[src/rtl/array_lookup_arbiter.sv]
// Round-robin arbiter sharing one fixed-latency array-lookup pipeline among NUM_REQ requesters.
// Owns the 4-entry lookup table and routes each result back by a tag pipe matched to the pipeline latency.
module array_lookup_arbiter #(
  parameter int NUM_REQ    = 4,
  parameter int LATENCY    = 3,
  parameter int ELEM_WIDTH = 32
) (
  input  logic                         clk,
  input  logic                         rst,
  input  logic [NUM_REQ-1:0]           req_valid,
  input  logic [2*NUM_REQ-1:0]         req_sel,
  output logic [NUM_REQ-1:0]           req_ready,
  input  logic                         cfg_we,
  input  logic [1:0]                   cfg_addr,
  input  logic [ELEM_WIDTH-1:0]        cfg_data,
  output logic [1:0]                   lk_sel,
  output logic [4*ELEM_WIDTH-1:0]      lk_arr,
  input  logic [ELEM_WIDTH-1:0]        lk_out,
  output logic                         resp_valid,
  output logic [$clog2(NUM_REQ)-1:0]   resp_id,
  output logic                         resp_err,
  output logic [ELEM_WIDTH-1:0]        resp_data,
  output logic                         busy
);

  localparam int ID_W = $clog2(NUM_REQ);

  logic [3:0][ELEM_WIDTH-1:0] tbl;
  logic [ID_W-1:0]            last;
  logic                       grant_any;
  logic [ID_W-1:0]            grant_id;
  logic [1:0]                 granted_sel;
  logic                       sel_err;

  logic [LATENCY-1:0]         tag_v;
  logic [ID_W-1:0]            tag_id  [LATENCY];
  logic                       tag_err [LATENCY];

  always_ff @(posedge clk or posedge rst) begin
    if (rst) begin
      tbl <= '0;
    end else if (cfg_we) begin
      tbl[cfg_addr] <= cfg_data;
    end
  end

  assign lk_arr = tbl;

  // A table write owns the cycle, so every issued lookup sees a stable table.
  always_comb begin
    int idx;
    idx       = 0;
    req_ready = '0;
    grant_any = 1'b0;
    grant_id  = '0;
    if (!cfg_we) begin
      for (int off = 1; off <= NUM_REQ; off++) begin
        idx = (int'(last) + off) % NUM_REQ;
        if (!grant_any && req_valid[idx]) begin
          grant_any = 1'b1;
          grant_id  = ID_W'(idx);
        end
      end
    end
    if (grant_any) begin
      req_ready[grant_id] = 1'b1;
    end
  end

  // The pipeline reads sel+1, so sel=3 would fall off the table.
  assign granted_sel = req_sel[2*int'(grant_id) +: 2];
  assign sel_err     = grant_any && (granted_sel == 2'd3);
  assign lk_sel      = (grant_any && !sel_err) ? granted_sel : 2'd0;

  always_ff @(posedge clk or posedge rst) begin
    if (rst) begin
      last <= ID_W'(NUM_REQ - 1);
    end else if (grant_any) begin
      last <= grant_id;
    end
  end

  always_ff @(posedge clk or posedge rst) begin
    if (rst) begin
      tag_v <= '0;
      for (int i = 0; i < LATENCY; i++) begin
        tag_id[i]  <= '0;
        tag_err[i] <= 1'b0;
      end
    end else begin
      tag_v[0]   <= grant_any;
      tag_id[0]  <= grant_id;
      tag_err[0] <= sel_err;
      for (int i = 1; i < LATENCY; i++) begin
        tag_v[i]   <= tag_v[i-1];
        tag_id[i]  <= tag_id[i-1];
        tag_err[i] <= tag_err[i-1];
      end
    end
  end

  // lk_out is unreset downstream, so it is only passed through under a live tag.
  assign resp_valid = tag_v[LATENCY-1];
  assign resp_id    = resp_valid ? tag_id[LATENCY-1] : '0;
  assign resp_err   = resp_valid ? tag_err[LATENCY-1] : 1'b0;
  assign resp_data  = (resp_valid && !tag_err[LATENCY-1]) ? lk_out : '0;
  assign busy       = |tag_v;

endmodule

[config.mk]
export PLATFORM = sky130hd
export DESIGN_NAME = array_lookup_arbiter
export DESIGN_NICKNAME = d
export VERILOG_FILES = /design/src/rtl/array_lookup_arbiter.sv
export SDC_FILE = /design/constraint.sdc
export NUM_CORES = 1
export LEC_CHECK = 0
export CAP_MARGIN = 20
export CORE_UTILIZATION = 38
export CTS_CLUSTER_SIZE = 24
export DETAILED_ROUTE_END_ITERATION = 16
export GPL_TIMING_DRIVEN = 0
export PLACE_DENSITY_LB_ADDON = 0.05
export SYNTH_ARGS = -nofsm -noshare
export SYNTH_HDL_FRONTEND = slang
export SYNTH_SLANG_ARGS = --single-unit
[constraint.sdc]
create_clock -name clk -period 4.7 [get_ports clk]
set_input_delay 1.175 -clock clk [delete_from_list [all_inputs] [get_ports clk]]
set_output_delay 1.175 -clock clk [all_outputs]
set_load 0.02 [all_outputs]
==> results.json <==
{
  "status": "finished, final reports clean",
  "worstSkewPairLatency_ns": 0.42,
  "placed_area_um2": 8450,
  "swShare": 0.282,
  "max_freq_ghz": 0.220,
  "worst-path-buf-inv": 3,
  "vdd_ir_drop_max_uv": 274,
  "wl_per_cell_um": 17.1,
  "ioPinCount": 252,
  "ys_types": 31,
  "powerDensity_nw_per_um2": 476,
  "power.internal_w": 0.00312,
  "fillers": 1124,
  "finalHoldViolCount": 0,
  "syn_inst": 381,
  "initial_core_util": 0.388,
  "drtIter0Drc": 138,
  "drive_gt1_frac": 0.262,
  "worst_setup_path_start_kind": "input pin",
  "htree_levels": 4,
  "ys_ff_latch": 142,
  "gr-total-overflow": 0,
  "drv.max_cap_violation_count": 0,
  "cts.sinks": 142,
  "port_buffers": 251,
  "path_cells": "clkdlybuf4s50_1, nand2b_1, a21oi_1, a211oi_1, nand2b_1, inv_1, nor2_1, clkdlybuf4s50_1",
  "holdPathEnd": "tag_id[3]",
  "crit_path_end_kind": "primary output",
  "drc": 0,
  "r2r_slack_ns": 2.77,
  "vias": 4065,
  "fin_area_um2": 9130,
  "detail-route-antenna-nets": 0,
  "via_per_inst": 4.78,
  "synth_area_per_cell_um2": 14.8,
  "die_w_um": 124,
  "die_y_um": 124,
  "rr_endpoint": "tag_err[2]",
  "grt_use_total": 0.196,
  "fin_util": 0.628,
  "tritoncts": "yes",
  "die_area_um2": 15300,
  "p_sw_w": 0.00123,
  "clkTransAtPathRegs_ns": 0.06,
  "cts_buffer_depth": 2,
  "grt_pass1_wl_um": 22100,
  "ys_warn_count": 0,
  "slowest_delay_ns": 0.61,
  "crit_arrival_ns": 3.37,
  "gp_congestion": 0.785,
  "drtPass1Iterations": 4,
  "synth_nets": 462,
  "nets": 735,
  "setup_tns_ns": 0,
  "fin_crit_sh": 0.966,
  "syn_to_final_growth_pct": 61.8,
  "rows": 44,
  "antenna_found_initial": 0,
  "pwr-share-seq": 0.362,
  "cts_hold_buf": 0,
  "slew_headroom": 0.518,
  "rsz0062_at_grt": "false",
  "grt_pass1_vias": 4117,
  "clockRootBuffer": "clkbuf_16",
  "slew_violations": 0,
  "path_class": "in2out",
  "setup_viol": 0,
  "fin_crit_ns": 4.54,
  "leakagePower_nw": 3.83,
  "timing.rr.start": "last[1]",
  "tightest_slew_ns": 0.723,
  "num_antenna_cells": 0,
  "cts_buffers": 17,
  "routed_wl_um": 14600,
  "grt_max_degree": 44,
  "synth.cell_area_um2": 5640,
  "hold_path.class": "reg2reg",
  "crit_fanout": 6,
  "dp.final_hpwl_um": 10800,
  "required_ns": 3.52,
  "comb_power_share": 0.290,
  "min_path_cells": 0,
  "reg2reg_depth": 6,
  "multi_input_area_um2": 2010,
  "dpl.cell_count": 819,
  "seqCellArea_um2": 3560,
  "post-cts-setup-buffers": 0,
  "seq_area_frac_synth": 0.630,
  "cts_resized": 7,
  "clock_skew_ns": 0.00329,
  "min_from": "tag_id[5]",
  "coreArea_um2": 14500,
  "crit_family": "buffers and inverters",
  "pwr-share-clk": 0.348,
  "p_total_w": 0.00435,
  "finalNonFillerCells": 851,
  "slowest_stage": "clkdlybuf4s50_1"
}
==> routing by layer <==
layer  vias up  wire [um]  part of all wire  GRT usage
met5         -          0                 0          0
met4         0        232             0.016     0.0836
met3        17       1000             0.069     0.0623
met2       120       7240              0.50      0.321
met1      2038       6080              0.42      0.238
li1       1890          -                 -          -
==> registers in the layout (all words and copies together), names as in the netlist <==
name,cells
last,2
lk_arr,128
tag_err,3
tag_id,6
tag_v,3
==> worst max-delay path by stage <==
stage,start,endpoint,slack [ns],cells past startpoint
CTS,req_valid[0],lk_sel[1],0.001,8
floorplan,req_valid[1],lk_sel[0],0.72,7
detailed placement,req_valid[1],lk_sel[1],-0.36,8
finish,req_valid[2],req_ready[2],0.16,8
global placement,req_valid[1],lk_sel[1],-0.25,8
global route,req_valid[2],req_ready[2],0.05,8
==> layout make-up <==
type	count	area share
sequential	142	0.389
clock buffer	19	0.0474
inverter	8	0.00370
buffer	16	0.00712
clock inverter	13	0.0260
multi-input combinational	215	0.220
tap	184	0.0252
timing repair buffer	254	0.281
==> power groups by stage <==
| stage | sequential, W | combinational (W) | clock (W) |
|---|---|---|---|
| global placement | 0.00158 | 0.00125 | 0 |
| floorplan | 0.00185 | 0.000342 | 0 |
| CTS | 0.00158 | 0.00128 | 0.00154 |
| finish | 0.00158 | 0.00126 | 0.00151 |
| global route | 0.00161 | 0.00134 | 0.00160 |
| detailed placement | 0.00160 | 0.00127 | 0 |
==> metrics by stage <==
| step | worst slack [ns] | hold slack (ns) |
|---|---|---|
| final | 0.159 | 0.344 |
| after CTS | 0.00136 | 0.348 |
| after global placement | -0.254 | 0.332 |
| after detailed placement | -0.358 | 0.336 |
| after floorplan | 0.721 | 0.331 |
| after global routing | 0.0492 | 0.361 |
==> cell usage in the layout (no fill, tap or decap), drive strengths merged <==
master / instances
nor3b: 5
o21a: 1
nand3b: 2
nand3: 2
clkinvlp: 4
clkbuf: 28
clkdlybuf4s50: 247
dfstp: 2
nor3: 2
mux2: 128
buf: 12
inv: 8
a31oi: 3
and2: 35
o22a: 1
nor2: 7
a311oi: 2
and3: 1
or3: 1
o21ai: 1
dfrtp: 140
dlymetal6s2s: 2
a21oi: 3
or3b: 2
a211oi: 4
nand2b: 3
nor2b: 2
bufinv: 6
o311ai: 1
and3b: 1
clkinv: 3
o311a: 1
nand2: 7
==> logic make-up (layout without fill, tap and decap cells) <==
kind of cell | after synthesis | count (layout) | share of synthesized area
buffers and inverters | 24 | 310 | 0.0168
AO/OA/AOI/OAI | 17 | 17 | 0.0244
flip-flops | 142 | 142 | 0.630
multiplexers | 128 | 128 | 0.255
AND/OR/NAND/NOR | 70 | 70 | 0.0734
==> Yosys cell counts, drive strengths merged <==
| master | number | share of area |
|---|---|---|
| dfstp | 2 | 0.0093 |
| or3b | 2 | 0.0031 |
| o22a | 1 | 0.0016 |
| nor2 | 7 | 0.0047 |
| inv | 8 | 0.0053 |
| clkbuf | 8 | 0.0053 |
| nor3b | 5 | 0.0067 |
| and3 | 1 | 0.0011 |
| and2 | 35 | 0.039 |
| nand2 | 7 | 0.0047 |
| mux2 | 128 | 0.26 |
| a311oi | 2 | 0.0031 |
| buf | 8 | 0.0062 |
| or3 | 1 | 0.0011 |
| nand2b | 3 | 0.0033 |
| a211oi | 4 | 0.0062 |
| o311a | 1 | 0.0018 |
| o311ai | 1 | 0.0029 |
| and3b | 1 | 0.0016 |
| nor2b | 2 | 0.0022 |
| dfrtp | 140 | 0.62 |
| nand3 | 2 | 0.0018 |
| a31oi | 3 | 0.0033 |
| o21ai | 1 | 0.00089 |
| a21oi | 3 | 0.0033 |
| o21a | 1 | 0.0013 |
| nor3 | 2 | 0.0018 |
| nand3b | 2 | 0.0027 |
Note: power is estimated with default switching activity, not from simulation.
